`src/rtl/alu_op_sequencer.sv`:
```
// rtl/alu_op_sequencer.sv - handshaked opcode decoder with multi-cycle mul/div sequencing
// Decodes an accepted opcode to a one-hot ALU select and times mul/div with a latency counter.
module alu_op_sequencer #(
  parameter int OPW     = 5,
  parameter int MUL_LAT = 32,
  parameter int DIV_LAT = 32
) (
  input  logic           clock,
  input  logic           reset,
  input  logic           in_valid,
  input  logic [OPW-1:0] opcode,
  input  logic           kill,
  output logic           in_ready,
  output logic [7:0]     sel,
  output logic           md_start,
  output logic           busy,
  output logic           out_valid,
  output logic           illegal
);

  localparam int MAXLAT = (MUL_LAT > DIV_LAT) ? MUL_LAT : DIV_LAT;
  localparam int CNTW   = $clog2(MAXLAT + 1);
  localparam logic [CNTW-1:0] MUL_CNT = CNTW'(MUL_LAT - 1);
  localparam logic [CNTW-1:0] DIV_CNT = CNTW'(DIV_LAT - 1);

  typedef enum logic [1:0] {
    IDLE   = 2'd0,
    MULTI  = 2'd1,
    RESULT = 2'd2
  } state_t;

  state_t          state, state_d;
  logic [CNTW-1:0] cnt, cnt_d;
  logic [7:0]      sel_q, sel_d;
  logic            ill_q, ill_d;
  logic            start_q, start_d;

  logic [2:0]      op_lo;
  logic            op_legal;
  logic            op_md;
  logic [7:0]      op_sel;
  logic            accept;

  // Upper opcode bits must be zero for a legal op; illegal ops carry no select.
  assign op_lo    = opcode[2:0];
  assign op_legal = ((opcode >> 3) == '0);
  assign op_md    = op_legal && (op_lo[2:1] == 2'b11);
  assign op_sel   = op_legal ? (8'b1 << op_lo) : 8'b0;

  assign in_ready = (state == IDLE) || (state == RESULT);
  assign accept   = in_valid && in_ready && !kill;

  always_ff @(posedge clock or posedge reset) begin
    if (reset) begin
      state   <= IDLE;
      cnt     <= '0;
      sel_q   <= '0;
      ill_q   <= 1'b0;
      start_q <= 1'b0;
    end else begin
      state   <= state_d;
      cnt     <= cnt_d;
      sel_q   <= sel_d;
      ill_q   <= ill_d;
      start_q <= start_d;
    end
  end

  always_comb begin
    state_d = state;
    cnt_d   = cnt;
    sel_d   = sel_q;
    ill_d   = ill_q;
    start_d = 1'b0;
    if (kill) begin
      state_d = IDLE;
      cnt_d   = '0;
      sel_d   = '0;
      ill_d   = 1'b0;
    end else begin
      case (state)
        MULTI: begin
          if (cnt == '0) begin
            state_d = RESULT;
          end else begin
            cnt_d = cnt - 1'b1;
          end
        end
        default: begin
          // IDLE and RESULT both accept; RESULT without a new op drains to IDLE.
          if (accept) begin
            sel_d = op_sel;
            ill_d = !op_legal;
            if (op_md) begin
              state_d = MULTI;
              cnt_d   = op_lo[0] ? DIV_CNT : MUL_CNT;
              start_d = 1'b1;
            end else begin
              state_d = RESULT;
              cnt_d   = '0;
            end
          end else begin
            state_d = IDLE;
            cnt_d   = '0;
            sel_d   = '0;
            ill_d   = 1'b0;
          end
        end
      endcase
    end
  end

  // Pulse-type outputs are masked the same cycle kill is seen.
  assign sel       = sel_q;
  assign busy      = (state == MULTI);
  assign out_valid = (state == RESULT) && !kill;
  assign illegal   = out_valid && ill_q;
  assign md_start  = start_q && !kill;

endmodule

```
`config.mk`:
```
export PLATFORM = sky130hd
export DESIGN_NAME = alu_op_sequencer
export DESIGN_NICKNAME = d
export VERILOG_FILES = /design/src/rtl/alu_op_sequencer.sv
export SDC_FILE = /design/constraint.sdc
export NUM_CORES = 1
export LEC_CHECK = 0
export CAP_MARGIN = 40
export CORE_AREA = 2 2 50 52
export DETAILED_ROUTE_END_ITERATION = 8
export DIE_AREA = 0 0 52 54
export PLACE_DENSITY = 0.7
export SYNTH_ARGS = -nofsm -noshare
export SYNTH_HDL_FRONTEND = slang
export SYNTH_SLANG_ARGS = --single-unit
export TNS_END_PERCENT = 50
```
`constraint.sdc`:
```
create_clock -name clock -period 1.8 [get_ports clock]
set_input_delay 0.45 -clock clock [delete_from_list [all_inputs] [get_ports clock]]
set_output_delay 0.45 -clock clock [all_outputs]
set_load 0.05 [all_outputs]
```
==> metrics.txt <==
status=complete, no violations; Post-Synthesis Net Count=86; TritonCTS clock tree=built; largest buffer count on any clock path=2; sequential fraction of the synthesis area=0.5248; FF+latch area=450.4 µm²; final number of hold-violating endpoints=0; aggregate routed wire length=2.134 mm; drc violations=0; drt wl/cell=15.13 µm; P_leak=0.6170 nW; clock-pin slew of the registers on the worst-case setup and hold paths=100 ps; Die Height=54 µm; number of nets in the layout=124; CP delay by family, top=flip-flops; worst-case vdd ir drop=430.6 µV; number of distinct library cells after synthesis=34; multiplexer area fraction after synthesis=0; crit path DAT=1290 ps; clock tree root buffer cell=sky130_fd_sc_hd__clkbuf_4; tightest slew margin relative to the limit=0.7604; number of antenna violations at the first check in global routing=0; I/O pins=22; Worst Setup Path Type=reg2out; required time reported for the critical path endpoint=1350 ps; worst slack at placement=-253.3 ps; Min-Delay Path Class=in2async; horizontal die dimension=52 µm; commonest non-fill, non-tap cell in the layout=sky130_fd_sc_hd__buf_4; area of the mapped netlist=858.3 µm²; PortBufs=21; gate count after technology mapping=75; delay of the slowest cell on the worst path=480 ps; Via Count=762; Initial Utilization=0.3700; Detailed Route Iter0 Violations=11; post-layout worst setup margin=63.90 ps; most frequent cells in the layout=21 x sky130_fd_sc_hd__buf_4, 18 x sky130_fd_sc_hd__dfrtp_1, 7 x sky130_fd_sc_hd__clkdlybuf4s50_1, 6 x sky130_fd_sc_hd__nand2_1, 5 x sky130_fd_sc_hd__buf_12; number of standard-cell rows in the floorplan=18; wire length of the first global-routing pass=3.394 mm; share of layout cells above drive strength 1=0.3604; count of hold-fix buffers inserted at cts=0; final period utilization=0.9645; Yosys warning count=0; post-synthesis compound-gate area fraction=0.1866; worst r2r src=cnt[0]; Post-Synth Simple-Gate Area=0.2012; gp weighted congestion=0.7512; ordered cell list for the critical path=inv_2 > nor2_2 > buf_12; H-Tree Level Count=1; transition time at the pin with the least slew margin=356.0 ps; critical path depth=3; fillers=203; reg-to-reg endpoint=cnt[4]; core area=0.002320 mm²; Post-DRT Antenna Nets=0; sinks on the clock net=18; remaining global-route overflow=0; post-synthesis average cell area=11.44 µm²; post-synthesis to final-layout area growth=48.40%; via-per-instance ratio=5.404; Detailed Routing Iterations Pass 1=4; unrepaired setup endpoints after global routing=no; Clock Skews=2.166 ps; number of cells on the worst reg-to-reg path=5; power density over the cells=558.0 mW/mm²; critical path fanouts, max=6; multi-input gate area in the final layout=407.9 µm²; vias in the first global route=720; number of flip-flops and latches in the synthesized netlist=18; dpl hpwl=1.619 mm; Overall Global Routing Usage=0.1645; total CTS buffers=3; synthesized-area fraction occupied by xor and xnor cells=0.03061; adder and majority cell fraction of the synthesized area=0.02915; Antenna Diode Count=0; type of origin of the critical path=register; setup tns final=0 ps; post-layout min period=1736 ps; type of destination of the critical path=output pin; Max-Cap Viols=0; combined buffer and inverter count along the critical path=2; clk_lat worst skew=280 ps; highest achievable clock rate=0.5760 GHz; Total Die Area=0.002808 mm²; CP max stage cell=sky130_fd_sc_hd__dfrtp_1; dominant combinational cell family by area after synthesis=simple AND/OR/NAND/NOR gates; max-slew violation count=0; Final Hold Slack=471.3 ps; final setup fails=0; register-to-register path setup slack=100 ps; maximum number of pins on one net before global-route repair=19
metrics by stage:
stage | total power, W | utilization | cells | cell area [µm²]
2_1_floorplan | 0.0004630 | - | 75 | 872.1
3_3_place_gp | 0.0005193 | 0.5324 | 137 | 1235
3_5_place_dp | 0.0005228 | 0.5324 | 137 | 1235
4_1_cts | 0.0007194 | 0.5458 | 141 | 1266
5_1_grt | 0.0007464 | 0.5491 | 141 | 1274
6_report | 0.0007108 | 0.5491 | 141 | 1274
kinds of logic after synthesis:
kind of cell               Yosys count
DFF                                 18
adders and majority gates            2
buffers and inverters                6
xor gates and xnor gates             3
and+or+nand+nor                     25
AOI/OAI and AO/OA                   21
layer usage:
metal  part of all wire  track usage
met1               0.43       0.2086
met2               0.53       0.2848
met4             0.0089      0.04825
met5                  0            0
met3              0.030      0.03056
worst register-to-register path, cell delays in order (launching register included):
cell and delay [ps]:
sky130_fd_sc_hd__dfrtp_1 410, sky130_fd_sc_hd__inv_1 100, sky130_fd_sc_hd__ha_1 190, sky130_fd_sc_hd__or4b_4 520, sky130_fd_sc_hd__o21ai_4 220, sky130_fd_sc_hd__a22oi_1 130
state kept, by name, summed over array words and instances (netlist names):
name     flops
sel          8
start_q      1
ill_q        1
state        2
cnt          6
layout make-up:
class	count	share of cell area
Inverter	5	0.01473
Tap cell	30	0.02947
Clock buffer	3	0.01768
Sequential cell	18	0.3536
Multi-Input combinational cell	51	0.3202
Timing Repair Buffer	34	0.2642
how the worst max path moves through the flow:
stage	start	endpoint	slack, ps
after global routing	state[0]	illegal	6
final	state[0]	busy	60
after detailed placement	kill	illegal	-250
after CTS	cnt[0]	cnt[4]	50
after global placement	kill	illegal	-210
after floorplan	state[0]	busy	-4
cells in the mapped netlist:
cell type	number	area share
sky130_fd_sc_hd__dfrtp_1	18	0.52
sky130_fd_sc_hd__nand2_1	6	0.026
sky130_fd_sc_hd__o21ai_1	4	0.023
sky130_fd_sc_hd__a22o_1	3	0.031
sky130_fd_sc_hd__a22oi_1	3	0.026
sky130_fd_sc_hd__a32o_1	3	0.035
sky130_fd_sc_hd__inv_1	3	0.013
sky130_fd_sc_hd__nor3b_1	3	0.026
sky130_fd_sc_hd__ha_1	2	0.029
sky130_fd_sc_hd__inv_2	2	0.0087
sky130_fd_sc_hd__nor2_1	2	0.0087
sky130_fd_sc_hd__nor4_1	2	0.015
sky130_fd_sc_hd__o31ai_1	2	0.017
sky130_fd_sc_hd__xnor2_1	2	0.020
sky130_fd_sc_hd__a21oi_1	1	0.0058
sky130_fd_sc_hd__a21oi_2	1	0.010
sky130_fd_sc_hd__a31o_1	1	0.010
sky130_fd_sc_hd__and2_1	1	0.0073
sky130_fd_sc_hd__and4bb_1	1	0.015
sky130_fd_sc_hd__buf_2	1	0.0058
sky130_fd_sc_hd__nand3_1	1	0.0058
sky130_fd_sc_hd__nand4_1	1	0.0073
sky130_fd_sc_hd__nor2b_1	1	0.0073
sky130_fd_sc_hd__nor3_1	1	0.0058
sky130_fd_sc_hd__nor3b_2	1	0.015
sky130_fd_sc_hd__nor4b_1	1	0.010
sky130_fd_sc_hd__o211ai_1	1	0.0087
sky130_fd_sc_hd__o21a_1	1	0.0087
sky130_fd_sc_hd__o21ai_2	1	0.010
sky130_fd_sc_hd__or3_4	1	0.013
sky130_fd_sc_hd__or3b_1	1	0.010
sky130_fd_sc_hd__or4_4	1	0.013
sky130_fd_sc_hd__or4b_4	1	0.016
sky130_fd_sc_hd__xor2_1	1	0.010
repair_timing:
item,4_1_cts,5_1_grt
setup buffers,1,0
resized for setup,2,1
pin swaps,1,0
setup endpoints to repair,4,3
where the power goes:
group | internal [W] | switching (W) | leakage (nW)
sequential | 0.000409 | 0.00000502 | 0.249
combinational | 0.0000530 | 0.0000482 | 0.354
clock | 0.0000776 | 0.000118 | 0.0138
total | 0.000540 | 0.000171 | 0.617
Note: power is estimated with default switching activity, not from simulation.
